File: src/rtl/step_cmd_sequencer.sv
// Move-command FIFO and sequencer feeding the step pulse generator: direction setup,
// run/finish handshake, inter-move gap, abort with remainder capture, start timeout.
module step_cmd_sequencer #(
  parameter int unsigned DEPTH       = 8,
  parameter int unsigned DIR_SETUP   = 4,
  parameter int unsigned GAP         = 2,
  parameter int unsigned ARM_TIMEOUT = 16
) (
  input  logic                     clk,
  input  logic                     reset,
  input  logic                     cmd_valid,
  output logic                     cmd_ready,
  input  logic [31:0]              cmd_reduction,
  input  logic [30:0]              cmd_count,
  input  logic                     cmd_dir,
  input  logic                     abort,
  output logic                     gen_run,
  output logic [31:0]              gen_reduction,
  output logic [30:0]              gen_count,
  input  logic                     gen_finish,
  input  logic [30:0]              gen_remainder,
  output logic                     dir,
  output logic                     busy,
  output logic [$clog2(DEPTH):0]   fifo_level,
  output logic                     cmd_reject,
  output logic                     fault,
  output logic [15:0]              moves_done,
  output logic [30:0]              aborted_steps
);
  localparam int unsigned AW = $clog2(DEPTH);
  localparam logic [AW:0] FULL = (AW+1)'(DEPTH);

  typedef enum logic [2:0] {S_IDLE, S_SETUP, S_ARM, S_RUN, S_HOLD, S_DRAIN} state_t;

  state_t        state;
  logic [31:0]   timer;
  logic [63:0]   mem [DEPTH];
  logic [AW-1:0] wr_ptr;
  logic [AW-1:0] rd_ptr;
  logic [63:0]   head;
  logic          empty;
  logic          push;
  logic          pop;
  logic          abort_take;
  logic          timeout;
  logic          flush;

  assign head       = mem[rd_ptr];
  assign empty      = (fifo_level == '0);
  assign cmd_ready  = (fifo_level < FULL) && !abort && (state != S_DRAIN);
  assign push       = cmd_valid && cmd_ready;
  // Abort is ignored while already draining so a held abort cannot restart DRAIN
  // and block the remainder capture.
  assign abort_take = abort && (state != S_DRAIN) && !((state == S_IDLE) && empty);
  assign timeout    = (state == S_ARM) && gen_finish && (timer == ARM_TIMEOUT - 1);
  assign flush      = abort_take || timeout;
  assign pop        = (state == S_IDLE) && !empty && !abort_take;
  assign busy       = (state != S_IDLE) || !empty;

  always_ff @(posedge clk) begin
    if (push) mem[wr_ptr] <= {cmd_dir, cmd_count, cmd_reduction};
  end

  always_ff @(posedge clk) begin
    if (reset || flush) begin
      wr_ptr     <= '0;
      rd_ptr     <= '0;
      fifo_level <= '0;
    end else begin
      if (push) wr_ptr <= wr_ptr + 1'b1;
      if (pop)  rd_ptr <= rd_ptr + 1'b1;
      fifo_level <= fifo_level + (AW+1)'(push) - (AW+1)'(pop);
    end
  end

  always_ff @(posedge clk) begin
    if (reset) begin
      state         <= S_IDLE;
      timer         <= '0;
      gen_run       <= 1'b0;
      gen_reduction <= '0;
      gen_count     <= '0;
      dir           <= 1'b0;
      cmd_reject    <= 1'b0;
      fault         <= 1'b0;
      moves_done    <= '0;
      aborted_steps <= '0;
    end else begin
      cmd_reject <= 1'b0;
      if (abort_take) begin
        state   <= S_DRAIN;
        gen_run <= 1'b0;
        timer   <= '0;
      end else begin
        case (state)
          S_IDLE: begin
            if (!empty) begin
              if (head[62:32] == '0 || head[31:0] == '0) begin
                cmd_reject <= 1'b1;
              end else begin
                gen_reduction <= head[31:0];
                gen_count     <= head[62:32];
                dir           <= head[63];
                timer         <= '0;
                state         <= S_SETUP;
              end
            end
          end
          S_SETUP: begin
            if (timer == DIR_SETUP - 1) begin
              gen_run <= 1'b1;
              timer   <= '0;
              state   <= S_ARM;
            end else begin
              timer <= timer + 32'd1;
            end
          end
          S_ARM: begin
            if (!gen_finish) begin
              state <= S_RUN;
            end else if (timeout) begin
              fault   <= 1'b1;
              gen_run <= 1'b0;
              state   <= S_IDLE;
            end else begin
              timer <= timer + 32'd1;
            end
          end
          S_RUN: begin
            if (gen_finish) begin
              gen_run    <= 1'b0;
              moves_done <= moves_done + 16'd1;
              timer      <= '0;
              state      <= S_HOLD;
            end
          end
          S_HOLD: begin
            if (timer == GAP - 1) state <= S_IDLE;
            else                  timer <= timer + 32'd1;
          end
          S_DRAIN: begin
            if (timer == 32'd1) begin
              aborted_steps <= gen_remainder;
              state         <= S_IDLE;
            end else begin
              timer <= timer + 32'd1;
            end
          end
          default: state <= S_IDLE;
        endcase
      end
    end
  end
endmodule
File: config.mk
export PLATFORM = sky130hd
export DESIGN_NAME = step_cmd_sequencer
export DESIGN_NICKNAME = d
export VERILOG_FILES = /design/src/rtl/step_cmd_sequencer.sv
export SDC_FILE = /design/constraint.sdc
export NUM_CORES = 1
export LEC_CHECK = 0
export CORE_ASPECT_RATIO = 1.25
export CORE_MARGIN = 4
export CORE_UTILIZATION = 45
export CTS_BUF_LIST = sky130_fd_sc_hd__clkbuf_8
export DETAILED_ROUTE_END_ITERATION = 8
export DONT_BUFFER_PORTS = 1
export GPL_TIMING_DRIVEN = 0
export PLACE_DENSITY = 0.69
export SLEW_MARGIN = 20
export SYNTH_ARGS = -nofsm -noshare
export SYNTH_HDL_FRONTEND = slang
export SYNTH_SLANG_ARGS = --single-unit
File: constraint.sdc
create_clock -name clk -period 23.5 [get_ports clk]
set_clock_uncertainty 0.15 [all_clocks]
set_input_delay 7.05 -clock clk [delete_from_list [all_inputs] [get_ports clk]]
set_output_delay 7.05 -clock clk [all_outputs]
set_load 0.02 [all_outputs]
==> results.toml <==
[worst_setup_path]
critical_path.endpoint = "cmd_ready"
cp.buffers_inverters = 0
worst-endpoint-arrival_ns = 7.66
path_max_fanout = 5
critical_path.cell_chain = "nor3b_2"
timing.critical_path.depth = 1
worst_r2r_endpoint = "gen_count[25]$_SDFFE_PP0P_"
cp.required_ns = 16.30
slowest_delay_ns = 0.61
cp_slowest_cell = "nor3b_2"
startpoint = "abort"
timing.critical_path.max_delay_family = "simple AND/OR/NAND/NOR gates"
setup.worst_path.start_class = "input port"
end_kind = "primary output"
crit_type = "in2out"
rr_worst_depth = 13
reg2reg_slack_ns = 18.25

[routing]
drt-wirelength-per-cell_um = 27.5
met3_wirelength_mm = 7.27
final_antenna_net_count = 0
route.detailed.drc = 0
first_pass_iters = 9
maxUsedRoutingLayer = "met4"
routed_wirelength_mm = 76.4
drt-vias-per-instance = 6.19
dr_total_vias = 17200
m1WireLength_mm = 26.8
met2_length_mm = 38.5
initialDrtViolationCount = 1752

[timing]
timing.hold.ws_ns = 0.340
finalHoldViolations = 0
timing.setup.tns_ns = 0
finalSetupViolations = 0
layout_worst_path_cycle_share_pct = 63.2
drv_slew = 0
fmax_ghz = 0.0673
final_period_demand_of_the_worst_path_ns = 14.86
worstMarginPinSlew_ns = 1.18
slew-limit-headroom_pct = 20.4
finalWorstSetupSlack_ns = 8.64
rsz0062_at_grt = "false"

[synthesis]
synth_largest_type_area_fraction_pct = 56.3
proportion_of_synthesized_chip_area_in_sequential_cells_pct = 68.2
synth_fp_nets = 1894
synthTopCellsByArea = "edfxtp_1 (56%), dfxtp_1 (12%), mux4_2 (9.0%), mux2i_1 (4.2%), a21oi_1 (2.4%)"
synthFlopType = "edfxtp_1"
post_synth_most_frequent_cells = "edfxtp_1 (512), dfxtp_1 (162), a21oi_1 (131), nand2_1 (130), mux2i_1 (115)"
synthMostInstantiatedCell = "edfxtp_1"
synthArstFlopShare_pct = 0
synth_enable_flop_cells = 512
netlist-cell-type-count = 67
synth_top_area_cell = "edfxtp_1"
synth_seq_cells = 674
syn_avg_cell_area_um2 = 15.3
syn_area_um2 = 27300
synth_instances = 1783
yosysWarningCount = 0

[clocking]
cts.clk_slew.worst_paths_ns = 0.07
postCtsSetupBuffers = 0
tritoncts = "yes"
hold_buffers = 0
cts.path.max_buffers = 3
clkSinkCount = 674
latest_clock_arrival_within_the_worst_skew_pair_ns = 0.72
clockRootBuffer = "clkbuf_8"
numCtsBuffers = 97
post_cts.resized_instances = 0
htree_levels = 3

[floorplan]
chipHeight_um = 283
placement_rows = 100
die_w_um = 228
core_region_area_um2 = 59800
initial_core_util_pct = 45.7
die_area_um2 = 64700
io_pins = 220

[grt]
wire_length_of_the_first_global_routing_pass_mm = 112
number_of_antenna_violations_at_the_first_check_in_global_routing = 2
remaining_global_route_overflow = 0
grtUsageTotal_pct = 23.0
grt_max_degree = 21
grt_pass1_vias = 17200

[power]
intPower_mw = 2.00
p_clk_share_pct = 32.8
p_per_area_nw_per_um2 = 92.4
sw_frac_of_total_pct = 30.3
vdd.ir_drop.worst_v = 0.0000414
power.leakage_nw = 9.91
power.combinational.fraction_pct = 16.1
p_sw_mw = 0.872
power.share.sequential_pct = 51.1

[placement]
detailedPlace.worstSlack_ns = 8.64
hpwlAfterDp_mm = 55.2
port_buffers = 0
finalWeightedCongestion = 0.927
dp_cells = 2591

[hold_path]
hold_path_class = "reg2reg"

[cells_and_area]
stdcell_count = 2776
layout_cell_share_with_drive_strength_beyond_1_pct = 19.3
syn2layout_area_growth_pct = 13.9
finalNetCount = 2036

[status]
status = "completed"

[flow_run]
maxCapViolations = 0
[cell usage in the layout, fill, tap and decap left out, drive strengths merged, types with 6 or more instances in the layout]
cell / n
and3: 17
nor3: 50
ha: 10
nor4: 15
xor2: 11
or3: 9
a31oi: 23
a211o: 9
mux4: 109
bufinv: 6
nand2b: 7
a311oi: 68
nand3: 38
nor2b: 9
o211ai: 7
clkinv: 28
o21ai: 28
buf: 97
xnor2: 7
edfxtp: 512
a211oi: 7
o31ai: 8
nand2: 130
dfxtp: 162
inv: 58
a21oi: 132
nand4: 17
clkbuf: 169
mux2i: 115
nor2: 81
[metal layers]
metal,global-route usage [%],vias up
li1,-,7386
met1,26.1,8702
met2,39.7,920
met3,6.79,186
met4,11.3,0
met5,0,-
[power groups by stage]
stage                     combinational (mW)  clock [mW]  sequential [mW]
after floorplan                        0.313           0             1.45
after global placement                 0.440           0             1.50
after detailed placement               0.455           0             1.49
after CTS                              0.456       0.962             1.47
after global routing                   0.496        1.02             1.47
final                                  0.463       0.944             1.47
[stage by stage]
step / instance area, um^2 / total power [mW] / util, %
after floorplan: 27300 / 1.77 / -
after global placement: 28300 / 1.94 / 47.3
after detailed placement: 29100 / 1.95 / 48.6
after CTS: 31100 / 2.88 / 52.0
after global routing: 31100 / 2.98 / 52.0
final: 31100 / 2.88 / 52.0
[worst min-delay path by stage]
stage	depth (start not counted)	startpoint	endpoint
2_1_floorplan	1	timer[31]$_SDFFE_PP0P_	timer[31]$_SDFFE_PP0P_
3_3_place_gp	2	wr_ptr[0]$_SDFFE_PP0P_	wr_ptr[0]$_SDFFE_PP0P_
3_5_place_dp	2	rd_ptr[1]$_SDFFE_PP0P_	rd_ptr[1]$_SDFFE_PP0P_
4_1_cts	2	rd_ptr[1]$_SDFFE_PP0P_	register
5_1_grt	2	timer[14]$_SDFFE_PP0P_	timer[14]$_SDFFE_PP0P_
6_report	2	rd_ptr[1]$_SDFFE_PP0P_	register
[sequential cells by signal, indices dropped and copies added (netlist names), named ones only]
register and count:
fault 1, fifo_level 4, state 3, aborted_steps 31
dir 1, timer 32, moves_done 16, cmd_reject 1
wr_ptr 3, rd_ptr 3, gen_run 1, gen_reduction 32
mem 512, gen_count 31
[area by class of cell]
class / count / area, um^2
buffer: 115 / 543
inverter: 19 / 71.3
tap: 765 / 957
antenna: 1 / 2.50
clock buffer: 108 / 1490
multi-input combinational: 975 / 8150
clock inverter: 76 / 529
timing repair buffer: 43 / 761
fill: 4822 / 28700
sequential: 674 / 18600
[kinds of logic (layout without fill, tap and decap cells)]
family	Yosys count	in the layout	synth area share [%]
other	0	1	0
multiplexers	228	228	13.4
flip-flops	674	674	68.2
AND/OR/NAND/NOR	402	402	7.04
buffers and inverters	134	361	2.25
XOR/XNOR	18	18	0.577
adder cells (fa/ha/maj)	11	11	0.531
AO/OA/AOI/OAI	316	316	8.09
No activity file was read; power rests on OpenSTA's default activity.
